<file path="src/rtl/arb_pkg.sv">
// -----------------------------------------------------------------------------
// arb_pkg
// Shared constants and types for the 4-requester round-robin arbiter.
//   N_REQ  : number of requesters (fixed at 4)
//   IDX_W  : width of a requester index
//   state_t: arbiter FSM states (IDLE, GRANT)
//   req_t  : one bit per requester (request / one-hot grant vectors)
//   idx_t  : binary requester index
// -----------------------------------------------------------------------------
package arb_pkg;

  localparam int N_REQ = 4;
  localparam int IDX_W = 2;

  typedef enum logic {
    IDLE  = 1'b0,
    GRANT = 1'b1
  } state_t;

  typedef logic [N_REQ-1:0] req_t;
  typedef logic [IDX_W-1:0] idx_t;

  // Binary index to one-hot requester vector.
  function automatic req_t idx2oh(input idx_t i);
    req_t v;
    v    = '0;
    v[i] = 1'b1;
    return v;
  endfunction

endpackage

</file>
<file path="src/rtl/arb4_rr_if.sv">
// -----------------------------------------------------------------------------
// arb4_rr_if
// Request/grant bus between the requesters and the arbiter.
//   req     : request per requester, held high while the resource is needed
//   gnt     : one-hot grant, zero when idle
//   gnt_idx : binary index of the owner, zero when idle
//   gnt_v   : any grant active (OR of gnt)
// Modports:
//   master : requester side (drives req, observes grant)
//   slave  : arbiter side (observes req, drives grant)
// -----------------------------------------------------------------------------
interface arb4_rr_if;
  import arb_pkg::*;

  req_t req;
  req_t gnt;
  idx_t gnt_idx;
  logic gnt_v;

  modport master (output req, input gnt, input gnt_idx, input gnt_v);
  modport slave  (input req, output gnt, output gnt_idx, output gnt_v);

endinterface

</file>
<file path="src/rtl/rr_prio_enc.sv">
// -----------------------------------------------------------------------------
// rr_prio_enc
// Combinational rotating priority encoder. Searches the candidate vector
// (i_req with i_excl bits masked off) starting at i_ptr and wrapping around;
// the first set bit wins.
// Ports:
//   i_req  : request vector
//   i_ptr  : search start position
//   i_excl : requesters excluded from this search
//   o_idx  : winning index (0 when nothing is found)
//   o_vld  : a winner was found
// -----------------------------------------------------------------------------
module rr_prio_enc
  import arb_pkg::*;
(
  input  req_t i_req,
  input  idx_t i_ptr,
  input  req_t i_excl,
  output idx_t o_idx,
  output logic o_vld
);

  req_t w_cand;
  idx_t w_pos;

  assign w_cand = i_req & ~i_excl;

  // Walk from the farthest offset back to ptr so the nearest set bit is the
  // last one written and therefore wins.
  always_comb begin
    o_idx = '0;
    o_vld = 1'b0;
    w_pos = '0;
    for (int k = N_REQ - 1; k >= 0; k--) begin
      w_pos = i_ptr + idx_t'(k);
      if (w_cand[w_pos]) begin
        o_idx = w_pos;
        o_vld = 1'b1;
      end
    end
  end

endmodule

</file>
<file path="src/rtl/arb4_rr.sv">
// -----------------------------------------------------------------------------
// arb4_rr
// 4-requester round-robin arbiter. The owner keeps the grant while it keeps
// requesting; on release the grant moves directly to the next requester found
// from the round-robin pointer (no idle bubble). All outputs are registered.
// Grant index/valid match the 4-to-2 encoder format (2-bit index + valid).
// Parameters:
//   MAX_HOLD : max consecutive granted cycles before forced rotation
//              (only with ARB_TIMEOUT_EN), legal range 2..255
// Ports:
//   clk   : rising-edge clock
//   rst_n : synchronous active-low reset
//   bus   : arb4_rr_if.slave (req in; gnt, gnt_idx, gnt_v out)
// Optional feature macro: ARB_TIMEOUT_EN enables the hold counter that forces
// rotation after MAX_HOLD cycles when another requester is waiting.
// -----------------------------------------------------------------------------
module arb4_rr
  import arb_pkg::*;
#(
  parameter int MAX_HOLD = 8
) (
  input  logic       clk,
  input  logic       rst_n,
  arb4_rr_if.slave   bus
);

  if (MAX_HOLD < 2 || MAX_HOLD > 255) begin : g_bad_max_hold
    $error("arb4_rr: MAX_HOLD must be in 2..255");
  end

  state_t r_state;
  idx_t   r_ptr;
  req_t   r_gnt;
  idx_t   r_gnt_idx;
  logic   r_gnt_v;

  idx_t   w_pick_idx;
  logic   w_pick_v;
  logic   w_take;
  idx_t   w_take_idx;
  logic   w_release;

  // Normal pick: plain round-robin search over all current requests.
  rr_prio_enc u_pick (
    .i_req  (bus.req),
    .i_ptr  (r_ptr),
    .i_excl ('0),
    .o_idx  (w_pick_idx),
    .o_vld  (w_pick_v)
  );

`ifdef ARB_TIMEOUT_EN
  localparam logic [7:0] HOLD_LAST = 8'(MAX_HOLD - 1);

  logic [7:0] r_hold_cnt;
  idx_t       w_tpick_idx;
  logic       w_tpick_v;

  // Timeout pick: same search with the current owner masked out.
  rr_prio_enc u_tpick (
    .i_req  (bus.req),
    .i_ptr  (r_ptr),
    .i_excl (r_gnt),
    .o_idx  (w_tpick_idx),
    .o_vld  (w_tpick_v)
  );
`endif

  // Next-grant decision. When the owner has dropped its bit, the normal pick
  // cannot select it, so the same pick serves both IDLE and handoff.
  always_comb begin
    w_take     = 1'b0;
    w_take_idx = w_pick_idx;
    w_release  = 1'b0;
    case (r_state)
      IDLE: w_take = w_pick_v;
      GRANT: begin
        if (bus.req[r_gnt_idx]) begin
`ifdef ARB_TIMEOUT_EN
          if (r_hold_cnt == HOLD_LAST && w_tpick_v) begin
            w_take     = 1'b1;
            w_take_idx = w_tpick_idx;
          end
`endif
        end else if (w_pick_v) begin
          w_take = 1'b1;
        end else begin
          w_release = 1'b1;
        end
      end
      default: w_release = 1'b1;
    endcase
  end

  always_ff @(posedge clk) begin
    if (!rst_n) begin
      r_state   <= IDLE;
      r_ptr     <= '0;
      r_gnt     <= '0;
      r_gnt_idx <= '0;
      r_gnt_v   <= 1'b0;
`ifdef ARB_TIMEOUT_EN
      r_hold_cnt <= '0;
`endif
    end else if (w_take) begin
      r_state   <= GRANT;
      r_ptr     <= w_take_idx + idx_t'(1);
      r_gnt     <= idx2oh(w_take_idx);
      r_gnt_idx <= w_take_idx;
      r_gnt_v   <= 1'b1;
`ifdef ARB_TIMEOUT_EN
      r_hold_cnt <= '0;
`endif
    end else if (w_release) begin
      r_state   <= IDLE;
      r_gnt     <= '0;
      r_gnt_idx <= '0;
      r_gnt_v   <= 1'b0;
`ifdef ARB_TIMEOUT_EN
      r_hold_cnt <= '0;
`endif
    end
`ifdef ARB_TIMEOUT_EN
    // Owner holding: count up, saturating at the last allowed cycle.
    else if (r_state == GRANT && r_hold_cnt != HOLD_LAST) begin
      r_hold_cnt <= r_hold_cnt + 8'd1;
    end
`endif
  end

  assign bus.gnt     = r_gnt;
  assign bus.gnt_idx = r_gnt_idx;
  assign bus.gnt_v   = r_gnt_v;

endmodule

</file>
<file path="src/flat_wrapper.sv">
// flat-port wrapper written by rule: the top's interface ports become plain ports
module arb4_rr_flat import arb_pkg::*;
#(
  parameter int MAX_HOLD = 8
)
  (clk, rst_n, bus_req, bus_gnt, bus_gnt_idx, bus_gnt_v);
  arb4_rr_if bus_i ();
  input  logic clk;
  input  logic rst_n;
  input wire logic [$bits(bus_i.req)-1:0] bus_req;
  output wire logic [$bits(bus_i.gnt)-1:0] bus_gnt;
  output wire logic [$bits(bus_i.gnt_idx)-1:0] bus_gnt_idx;
  output wire logic [$bits(bus_i.gnt_v)-1:0] bus_gnt_v;
  assign bus_i.req = bus_req;
  assign bus_gnt = bus_i.gnt;
  assign bus_gnt_idx = bus_i.gnt_idx;
  assign bus_gnt_v = bus_i.gnt_v;
  arb4_rr #(.MAX_HOLD(MAX_HOLD)) u_core (.clk(clk), .rst_n(rst_n), .bus(bus_i));
endmodule
</file>
<file path="config.mk">
export PLATFORM = sky130hd
export DESIGN_NAME = arb4_rr_flat
export DESIGN_NICKNAME = d
export VERILOG_FILES = /design/src/rtl/arb_pkg.sv /design/src/rtl/arb4_rr_if.sv /design/src/rtl/rr_prio_enc.sv /design/src/rtl/arb4_rr.sv /design/src/flat_wrapper.sv
export SDC_FILE = /design/constraint.sdc
export NUM_CORES = 1
export LEC_CHECK = 0
export CAP_MARGIN = 25
export CORE_AREA = 2 2 39 41
export DETAILED_ROUTE_END_ITERATION = 8
export DIE_AREA = 0 0 41 43
export PLACE_DENSITY = 0.57
export SYNTH_ARGS = -nofsm -noshare
export SYNTH_HDL_FRONTEND = slang
export SYNTH_SLANG_ARGS = --single-unit
</file>
<file path="constraint.sdc">
create_clock -name clk -period 2.8 [get_ports clk]
set_clock_uncertainty 0.05 [all_clocks]
set_input_delay 0.42 -clock clk [delete_from_list [all_inputs] [get_ports clk]]
set_output_delay 0.42 -clock clk [all_outputs]
set_load 0.03 [all_outputs]
</file>
---- Word level (Yosys, flattened, before mapping) ----
Cells that the tools add are included.
storage, ports and cells
  bits in registers ....................... 9
  latch bits .............................. 0
  memory bits (writable) .................. 0
  bits in read-only memories .............. 0
  bits of input ports ..................... 6
  memories ................................ 0
cells by class
  add/sub/neg operators ................... 4
  $mul .................................... 0
  divide/modulo/power cells ............... 0
  $lt $le $gt $ge ......................... 7
  eq/ne operators ......................... 0
  shifts and indexed selects .............. 0
  mux-type cells .......................... 32
  bitwise gates (word level) .............. 1
  reductions and logical operators ........ 2
operators by type and width
  cell                   number
  $lt A2 B3 Y1 const B   6
  $mux W1                17
  $mux W2                6
  $bmux W1 S2            5
  $mux W4                2
  $add A2 B1 Y2 const B  2
  $add A2 B2 Y2 const B  2
  $demux W1 S2           1
  $ge A2 B1 Y1 const B   1
  $pmux W1 S2            1
  $reduce_bool A2 Y1     1
  $logic_and A1 B1 Y1    1
  $not A1 Y1             1

---- Logic depth before layout (Yosys ltp) ----
  depth in word-level cells ............... 12
  depth in mapped cells ................... 6

---- Cells and area by module ----
From an unflattened synthesis, not the netlist that was laid out.
unflattened totals
  cells, all modules ...................... 67
  area, all modules ....................... 571.8 um2
modules (own cells, without submodules)
  module       times used  cells an instance  area an instance (um2)  sequential area each (um2)
  arb4_rr      1           50                 464.2                   180.2
  rr_prio_enc  1           17                 107.6                   0.0

---- Least setup slack after synthesis ----
Ideal clock, no wire load.
  path type ............................... reg-to-reg
  from .................................... reg u_core.r_gnt_idx[0], in the netlist u_core.bus.gnt_idx[0]
  to ...................................... reg u_core.r_gnt[0], in the netlist u_core.bus.gnt[0]
  arrival ................................. 1.654 ns
  data required time ...................... 2.635 ns
  setup slack ............................. 0.980 ns
  cell stages (with the launch flop) ...... 6
  buffers on the path ..................... 0
  clock period less this slack ............ 1.820 ns
  cells stage by stage .................... dfxtp_1 > mux4_2 > nand2_2 > o21ai_2 > and3_1 > a31o_1
between the ends
  longest elaborated chain between the ends .. 5
  elaborated cells on any way between the ends .. 8
  classes of those cells .................. mux: 7; reduce/logical: 1
ends and longest elaborated chain
  what                                                  RTL line        RTL
  from (decl)                                           arb4_rr.sv:34   idx_t r_gnt_idx;
  from (signal assigned)                                arb4_rr.sv:109  r_gnt_idx <= w_take_idx;
  $bmux W1 S2 (*)                                       arb4_rr.sv:78   if (bus.req[r_gnt_idx]) begin
  $mux W1 (implied by the code) (*)                     arb4_rr.sv:78
  $mux W1                                               arb4_rr.sv:78
  $pmux W1 S2 / $mux W1 (equally long branches)         arb4_rr.sv:75   case (r_state)
  $mux W4 / $reduce_bool A2 Y1 (equally long branches)  n/a
  to (signal assigned)                                  arb4_rr.sv:108  r_gnt <= idx2oh(w_take_idx);
  to (decl)                                             arb4_rr.sv:33   req_t r_gnt;
Every way passes the cells marked *; elsewhere a longest branch is shown, timed or not. The select of a mux whose other input is x is not followed.
A chain may end at the register's enable or synchronous reset.

---- Worst setup path after layout ----
  from .................................... in bus_req[1]
  to ...................................... reg u_core.r_gnt[0], in the netlist u_core.bus.gnt[0]
between the ends
  longest elaborated chain between the ends .. 11
  elaborated cells on any way between the ends .. 31
  classes of those cells .................. order compare: 2; mux: 27; reduce/logical: 2
ends and longest elaborated chain
  what                                                                       RTL line            RTL
  from (decl)                                                                flat_wrapper.sv:10  input wire logic [$bits(bus_i.req)-1:0] bus_req;
  $bmux W1 S2                                                                rr_prio_enc.sv:36   if (w_cand[w_pos]) begin
  $mux W1 (implied by the code)                                              rr_prio_enc.sv:36
  $mux W2 (4 in series)                                                      rr_prio_enc.sv:36
  $lt A2 B3 Y1 (implied by the code) / $ge A2 B1 Y1 (equally long branches)  arb_pkg.sv:27       v[i] = 1'b1;
  $logic_and A1 B1 Y1 (implied by the code)                                  arb_pkg.sv:27
  $mux W1 (implied by the code)                                              arb_pkg.sv:27
  $demux W1 S2                                                               n/a
  $mux W4                                                                    arb4_rr.sv:105      end else if (w_take) begin
Parallel ways exist; a longest one is shown, timed or not. The select of a mux whose other input is x is not followed.

==> reports/metrics.csv <==
metric,value,unit
synthMuxAreaShare,7.046,%
io_pins,13,
fp.dieH,43,um
synth_ff_type,dfxtp_1,
num_vias,404,
clkTransAtPathRegs,0.06,ns
seq_area_frac_synth,39.02,%
avgSynthCellArea,9.619,um2
wl_met2,389,um
total_power,385.6,uW
end_kind,flip-flop,
path_class,in -> reg,
max_freq,0.5165,GHz
dieArea,0.001763,mm2
hp-start,u_core.bus.gnt_idx[0],
topRoutingLayerUsed,met4,
wl_met1,473,um
port_buffers,12,
finalSetupTns,0,ns
cts_buffer_depth,2,
cts-root-buf,clkbuf_4,
synth_xor_area_share,1.897,%
status,completed,
gr-total-overflow,0,
wl_per_cell,12.53,um
hold_class,reg -> reg,
reg2reg_from,u_core.bus.gnt_idx[0],
htreeDepth,1,
grt_max_degree,12,
viasPerCell,5.179,
antenna_found_initial,0,
relSlewSlack,67.69,%
p_per_area,629.0,mW/mm2
drv_cap,0,
critPathMaxFanout,6,
synthSimpleGateAreaFrac,19.78,%
first_iter_violations,0,
crit_start,bus_req[1],
netlist_top_cells_count,"9 x dfxtp_1, 4 x a21oi_1, 3 x nand2_1, 3 x nor2b_1",
synth_nets,54,
finalMaxSlewViolations,0,
wl,977,um
drive_gt1_share,14.52,%
cts_buffers,3,
nFillCells,141,
final_hold_viol_count,0,
insertion_delay,0.27,ns
synth_compound_area_share,27.37,%
synth_area_leaders,"dfxtp_1 39%, mux4_2 4.9%, a21oi_1 4.3%",
yosysTopAreaCellShare,39.02,%
drc,0,
fp.coreArea,0.001384,mm2
setup_viol,0,
hpwl,699.7,um
ir_worst_vdd,0.2532,mV
cts.sinks,9,
drtPass1Iterations,1,
cts_tree,built,
postCtsSetupRepairBufs,0,
grt_pass1_vias,345,
p_leak,0.2271,nW
yosysTopAreaCell,dfxtp_1,
met3_length,67,um
arrival,2.05,ns
syn_inst,48,
synth.most_common_cell,dfxtp_1,
diodes,0,
grt_use_total,13.52,%
die_w,41,um
synth-async-reset-ratio,0,%
synth_edf_count,0,
synthAdderAreaFrac,0,%
holdBufCountCts,0,
synth_top_family_by_area,compound AO/OA/AOI/OAI gates,
globalplace.congestion,0.7092,
ys_types,28,
grt_pass1_wl,1.497,mm
rsz0062_at_grt,false,
area_growth,32.79,%
start_kind,input port,
period_needed,1.936,ns
worstPathRequired,2.91,ns
worst_pin_slew,0.4803,ns
start_util,33.36,%
ant_nets,0,
syn_area,461.7,um2
period_share,69.14,%
rows,14,
cts_resized,0,
yosys_warnings,0,
fin_nets,69,
ys_ff_latch,9,
-- worst paths after layout --
| path | end | slack (ns) | cells past startpoint |
|---|---|---|---|
| worst min register to register | u_core.bus.gnt_idx[0] | 0.46 | 2 |
| worst min-delay path | u_core.bus.gnt_idx[0] | 0.46 | 2 |
| worst max register to register | u_core.bus.gnt[0] | 1.12 | 5 |
| worst max-delay path | u_core.bus.gnt[0] | 0.86 | 6 |
-- report_power, final --
group | leakage (nW) | total (mW) | internal, mW | switching [mW]
clock network | 0.0150 | 0.102 | 0.0550 | 0.0466
registers | 0.0744 | 0.160 | 0.145 | 0.0153
logic | 0.138 | 0.124 | 0.0590 | 0.0652
total | 0.227 | 0.386 | 0.259 | 0.127
-- cells by family (layout without fill, tap and decap cells) --
kind of cell / count (synthesis) / count (layout)
flip-flops: 9 / 9
buffers and inverters: 4 / 18
multiplexers: 2 / 2
AO/OA/AOI/OAI: 17 / 17
AND/OR/NAND/NOR: 15 / 15
XOR/XNOR: 1 / 1
-- layer usage --
metal | up-vias | GRT usage [%]
li1 | 208 | -
met1 | 179 | 15.69
met2 | 12 | 17.50
met3 | 5 | 4.712
met4 | 0 | 14.00
met5 | - | 0
-- cell type report --
class | instances | area (um2) | area share [%]
Clock buffer | 4 | 26.28 | 4.286
Inverter | 2 | 7.507 | 1.224
Multi-Input combinational cell | 35 | 259.0 | 42.24
Sequential cell | 9 | 180.2 | 29.39
Tap cell | 16 | 20.02 | 3.265
Timing Repair Buffer | 12 | 120.1 | 19.59
-- registers in the layout, summed over array words and instances, names as in the netlist --
signal / count
u_core.bus.gnt: 4
u_core.r_ptr: 2
u_core.r_state: 1
u_core.bus.gnt_idx: 2
-- stage by stage --
stage / setup WS (ns) / instances / hold slack, ns / utilization (%) / instance area, um2
finish: 0.8640 / 78 / 0.4570 / 44.30 / 613.1
global route: 0.7356 / 78 / 0.4945 / 44.30 / 613.1
detailed placement: 0.5848 / 74 / 0.4549 / 42.41 / 586.8
floorplan: 0.9802 / 48 / 0.4438 / - / 461.7
global placement: 0.6047 / 74 / 0.4647 / 42.41 / 586.8
CTS: 0.8645 / 78 / 0.4665 / 44.30 / 613.1
-- worst max-delay path, stage by stage --
cell             delay [ns]
clkdlybuf4s50_1        0.50
mux4_2                 0.53
nand2_2                0.13
o21ai_2                0.10
and3_1                 0.19
a31o_1                 0.18
-- placed cells by master (no fill, tap or decap), types with 2 or more instances in the layout --
master and instances:
clkdlybuf4s50_1 12, dfxtp_1 9, a21oi_1 4, nand2_1 3, nor2b_1 3, clkbuf_4 3
inv_1 2, a32oi_1 2, and2b_1 2, and3_1 2, a31o_1 2
No activity file was read; power rests on OpenSTA's default activity.
